$ cat src/rtl/modrm_sib_encoder.sv
// Rebuilds 386 addressing bytes (ModR/M, optional SIB, little-endian displacement)
// from field-level info and streams them one byte per valid/ready handshake.
module modrm_sib_encoder #(
   parameter int LEN_W = 3
) (
   input  logic             clock,
   input  logic             reset,
   input  logic             req_valid,
   output logic             req_ready,
   input  logic             req_addr32,
   input  logic [1:0]       req_mod,
   input  logic [2:0]       req_reg,
   input  logic [2:0]       req_rm,
   input  logic [1:0]       req_ss,
   input  logic [2:0]       req_index,
   input  logic [2:0]       req_base,
   input  logic [31:0]      req_disp,
   output logic             byte_valid,
   input  logic             byte_ready,
   output logic [7:0]       byte_data,
   output logic             byte_last,
   output logic [LEN_W-1:0] enc_len
);

   typedef enum logic [1:0] {IDLE, MODRM, SIB, DISP} state_t;

   state_t      state;
   logic [1:0]  ss_q;
   logic [2:0]  index_q;
   logic [2:0]  base_q;
   logic [31:0] disp_q;
   logic        sib_en_q;
   logic [2:0]  disp_len_q;
   logic [1:0]  k;

   logic        sib_en_c;
   logic [2:0]  disp_len_c;
   logic        accept;
   logic        take;

   function automatic logic [7:0] disp_byte(input logic [31:0] d, input logic [1:0] idx);
      case (idx)
         2'd0:    disp_byte = d[7:0];
         2'd1:    disp_byte = d[15:8];
         2'd2:    disp_byte = d[23:16];
         default: disp_byte = d[31:24];
      endcase
   endfunction

   assign req_ready = (state == IDLE);
   assign accept    = req_valid & req_ready;
   assign take      = byte_valid & byte_ready;

   // In 16-bit mode rm==100 is [SI], so only 32-bit forms carry a SIB byte.
   always_comb begin
      sib_en_c   = req_addr32 && (req_mod != 2'b11) && (req_rm == 3'b100);
      disp_len_c = 3'd0;
      if (req_mod == 2'b01)
         disp_len_c = 3'd1;
      else if (req_mod == 2'b10)
         disp_len_c = req_addr32 ? 3'd4 : 3'd2;
      else if (req_mod == 2'b00) begin
         if (!req_addr32 && req_rm == 3'b110)
            disp_len_c = 3'd2;
         if (req_addr32 && (req_rm == 3'b101 || (sib_en_c && req_base == 3'b101)))
            disp_len_c = 3'd4;
      end
   end

   always_ff @(posedge clock) begin
      if (reset) begin
         state      <= IDLE;
         byte_valid <= 1'b0;
         byte_data  <= 8'h00;
         byte_last  <= 1'b0;
         enc_len    <= '0;
         k          <= 2'd0;
      end else begin
         case (state)
            IDLE: begin
               if (accept) begin
                  ss_q       <= req_ss;
                  index_q    <= req_index;
                  base_q     <= req_base;
                  disp_q     <= req_disp;
                  sib_en_q   <= sib_en_c;
                  disp_len_q <= disp_len_c;
                  enc_len    <= LEN_W'(4'd1 + 4'(sib_en_c) + 4'(disp_len_c));
                  byte_valid <= 1'b1;
                  byte_data  <= {req_mod, req_reg, req_rm};
                  byte_last  <= !sib_en_c && (disp_len_c == 3'd0);
                  state      <= MODRM;
               end
            end
            MODRM, SIB: begin
               if (take) begin
                  if (state == MODRM && sib_en_q) begin
                     byte_data <= {ss_q, index_q, base_q};
                     byte_last <= (disp_len_q == 3'd0);
                     state     <= SIB;
                  end else if (disp_len_q != 3'd0) begin
                     k         <= 2'd0;
                     byte_data <= disp_byte(disp_q, 2'd0);
                     byte_last <= (disp_len_q == 3'd1);
                     state     <= DISP;
                  end else begin
                     byte_valid <= 1'b0;
                     byte_last  <= 1'b0;
                     state      <= IDLE;
                  end
               end
            end
            DISP: begin
               if (take) begin
                  if ({1'b0, k} == disp_len_q - 3'd1) begin
                     byte_valid <= 1'b0;
                     byte_last  <= 1'b0;
                     state      <= IDLE;
                  end else begin
                     k         <= k + 2'd1;
                     byte_data <= disp_byte(disp_q, k + 2'd1);
                     byte_last <= ({1'b0, k} + 3'd2 == disp_len_q);
                  end
               end
            end
            default: state <= IDLE;
         endcase
      end
   end

endmodule
$ cat config.mk
export PLATFORM = sky130hd
export DESIGN_NAME = modrm_sib_encoder
export DESIGN_NICKNAME = d
export VERILOG_FILES = /design/src/rtl/modrm_sib_encoder.sv
export SDC_FILE = /design/constraint.sdc
export NUM_CORES = 1
export LEC_CHECK = 0
export ABC_AREA = 0
export CAP_MARGIN = 10
export CORE_MARGIN = 3
export CORE_UTILIZATION = 49
export CTS_CLUSTER_DIAMETER = 150
export DETAILED_ROUTE_END_ITERATION = 8
export GPL_ROUTABILITY_DRIVEN = 0
export HOLD_SLACK_MARGIN = 0.05
export PLACE_DENSITY = 0.81
export SLEW_MARGIN = 15
export SYNTH_ARGS = -nofsm -noshare
export SYNTH_HDL_FRONTEND = slang
export SYNTH_SLANG_ARGS = --single-unit
export TNS_END_PERCENT = 5
$ cat constraint.sdc
create_clock -name clock -period 7.3 [get_ports clock]
set_clock_uncertainty 0.1 [all_clocks]
set_input_delay 2.19 -clock clock [delete_from_list [all_inputs] [get_ports clock]]
set_output_delay 2.19 -clock clock [all_outputs]
set_load 0.02 [all_outputs]
==> summary.md <==
| Metric | Value |
|---|---|
| Status | finished, final reports clean |
| Share of cells above drive strength 1 | 0.09764 |
| GRT Residual Overflow | 0 |
| Die Area | 6768 sq um |
| RSZ-0062 raised after global routing | no |
| Max stage delay cell, worst path | clkdlybuf4s50_1 |
| CTS tree | done |
| Minimum clock period | 4.490 ns |
| Number of DRC markers in iteration 0 | 222 |
| Vias in the first global route | 2126 |
| Hold slack final | 0.3751 ns |
| Fin. Hold Viols | 0 |
| TNS Setup | 0 ns |
| Crit end category | primary output |
| Syn avg cell area | 12.72 sq um |
| DRT Pass-1 Iters | 4 |
| Hpwl dp | 4.469 mm |
| WP data required | 5.01 ns |
| Routed Antenna Nets | 0 |
| Worst-path clk slew | 0.07 ns |
| Die width | 82.27 um |
| DRC | 0 |
| Fin nets | 357 |
| All-layer global routing usage | 0.2039 |
| Mapped Cells | 224 |
| Worst path cell trace | inv_1 -> ha_1 -> clkdlybuf4s50_1 |
| Fill cell count | 419 |
| P_leak | 1.335 nW |
| Via Count | 2169 |
| # IOs | 67 |
| Max incr delay on CP | 0.75 ns |
| R2R Setup Slk | 4.50 ns |
| Layout area overhead | 33.49% |
| Library cells used by synthesis | 47 |
| Routed WL | 6.387 mm |
| Die height | 82.27 um |
| Number of diodes | 0 |
| CTS max path bufs | 2 |
| Fin. max-slew vios | 0 |
| FF+latch count, synth | 61 |
| Later-pin clock latency in the skew report | 0.33 ns |
| Core ar. | 5574 sq um |
| CP bufs+invs | 2 |
| Max frequency | 222.7 MHz |
| Max-cap violations | 0 |
| Post-CTS setup buffer count | 0 |
| Max transition margin | 0.4244 |
| Critical hold path startpoint | byte_data[5] |
| Hold Crit Depth | 1 |
| Hold Path End | byte_data[5] |
| Hold Path Class | reg -> reg |
| Syn. warnings | 0 |
| CTS Hold Buffers Added | 0 |
| Antenna violations before repair | 0 |
| Crit Path Max Fanout | 23 |
| Post-synthesis cell area | 2850 sq um |
| TritonCTS Buffers | 9 |
| Slew @ Worst Pin | 0.8634 ns |
| Placed instance count | 352 |
| Initial Util | 0.5113 |
| Final worst setup slack | 2.810 ns |
| Worst path top cell family by delay | buffers and inverters |
| CTS Sinks | 61 |
| Data arrival, critical path | 2.20 ns |
| Pwr/cell area | 307.2 nW/um^2 |
| Rows | 27 |
| Placement Setup Slack | 2.879 ns |
| Worst IR Drop VDD | 0.1777 mV |
| Crit path kind | reg -> out |
| R2R Path Start | state[1] |
| H-tree levels | 3 |
| Cell area after layout | 3805 sq um |
| R2R depth | 5 |
| First-pass GRT wire length | 10.06 mm |
| Post-DR wirelength/cell | 17.31 um |
| Via density per instance | 5.878 |
| Final design utilization | 0.6826 |
| Syn Nets | 289 |
| Input/output buffers | 66 |
| Root Buffer | clkbuf_8 |
| Placement Cell Area | 3563 sq um |
| Post-cts resize count | 0 |
| Final Setup Violations | 0 |
| Non-Filler Instances | 369 |
| Sequential element share of the synthesized area | 0.5830 |
| Period utilization | 0.6151 |
| Crit start category | flop |
| Total power | 1.169 mW |
| Worst reg2reg endpoint | disp_q[10] |
| Largest net degree at the start of global routing | 45 |
==> cell usage after synthesis, drive strengths merged <==
cell type  instances  area (sq um)
nand4              1         6.260
or4                2         15.01
edfxtp            44          1321
a211oi             2         15.01
a311oi             1         8.760
buf                1         11.26
o311a              1         10.01
nor4b              2         32.53
mux2i              1         10.01
mux2               8         90.08
a21oi              8         40.04
clkbuf             9         33.78
nor4               1         21.27
o22ai              2         12.51
ha                12         150.1
a221o              8         80.08
nor2               5         18.77
o31ai              2         15.01
xnor2              2         17.52
o311ai             1         8.760
and3               1         6.260
dfxtp             17         340.3
or2                1         6.260
nand2             19         73.82
nor2b              1         6.260
a222oi             8         80.08
inv               12         45.04
nand3              4         20.02
nand2b            12         75.07
a41oi              1         8.760
o31a               2         18.77
nand4bb            1         11.26
nor3               1         5.000
a41o               1         10.01
and2b              1         7.510
a211o              1         8.760
nand3b             4         30.03
a31oi              2         12.51
xor2               1         16.27
o22a               1         8.760
a32o               8         80.08
and2               1         6.260
o21ai             11         55.05
==> registers in the layout (all words and copies together), names as in the netlist <==
name	flops
disp_q	32
byte_data	8
base_q	3
disp_len_q	3
enc_len	3
index_q	3
k	2
ss_q	2
state	2
byte_last	1
byte_valid	1
sib_en_q	1
==> power by group <==
group | leakage (nW) | total [mW] | switching, mW | internal, mW
Sequential | 0.548 | 0.469 | 0.0314 | 0.437
Clock | 0.107 | 0.322 | 0.132 | 0.190
Combinational | 0.680 | 0.379 | 0.204 | 0.175
Total | 1.33 | 1.17 | 0.367 | 0.802
==> worst max-delay path by stage <==
stage	depth (start not counted)	startpoint	slack, ns	endpoint
final	3	state[1]	2.81	req_ready
after global routing	3	state[0]	2.66	req_ready
after CTS	3	state[1]	2.81	req_ready
after detailed placement	3	req_valid	2.88	disp_q[20]
after global placement	3	req_valid	2.95	disp_q[12]
after floorplan	2	reset	2.47	base_q[0]
==> layout make-up <==
| cell class | count | area [sq um] | area share |
|---|---|---|---|
| repair buffers | 67 | 688.2 | 0.1809 |
| flip-flops and latches | 61 | 1662 | 0.4367 |
| clock buffers | 9 | 123.9 | 0.03256 |
| inverters | 12 | 45.04 | 0.01184 |
| well taps | 72 | 90.09 | 0.02368 |
| clock inverters | 7 | 90.09 | 0.02368 |
| multi-input cells | 141 | 1106 | 0.2907 |
==> cells by family (layout without fill, tap and decap cells) <==
| logic type | after synthesis | after routing | synth area share |
|---|---|---|---|
| flip-flops | 61 | 61 | 0.5830 |
| AO/OA/AOI/OAI | 60 | 60 | 0.1659 |
| AND/OR/NAND/NOR | 57 | 57 | 0.1198 |
| buffers and inverters | 22 | 95 | 0.03160 |
| adder cells (fa/ha/maj) | 12 | 12 | 0.05268 |
| multiplexers | 9 | 9 | 0.03512 |
| XOR/XNOR | 3 | 3 | 0.01186 |
==> metal layers <==
metal  global-route usage  wire (um)  up-vias
met5                    0          0        -
met4              0.09635        151        0
met3              0.04772        357       17
met2               0.3317       3144       83
met1               0.2562       2733     1051
li1                     -          -     1018
==> layout by cell type (no fill, tap or decap), types with 4 or more instances in the layout <==
cell type / n
o21ai_0: 11
ha_1: 12
nand3_1: 4
nand2_1: 18
a221o_1: 8
nand3b_1: 4
nand2b_1: 12
inv_1: 12
a21oi_1: 8
edfxtp_1: 44
clkdlybuf4s50_1: 66
mux2_2: 6
nor2_1: 4
clkbuf_8: 9
a32o_1: 8
a222oi_1: 8
dfxtp_1: 17
Power figures use the tool's default switching activity.
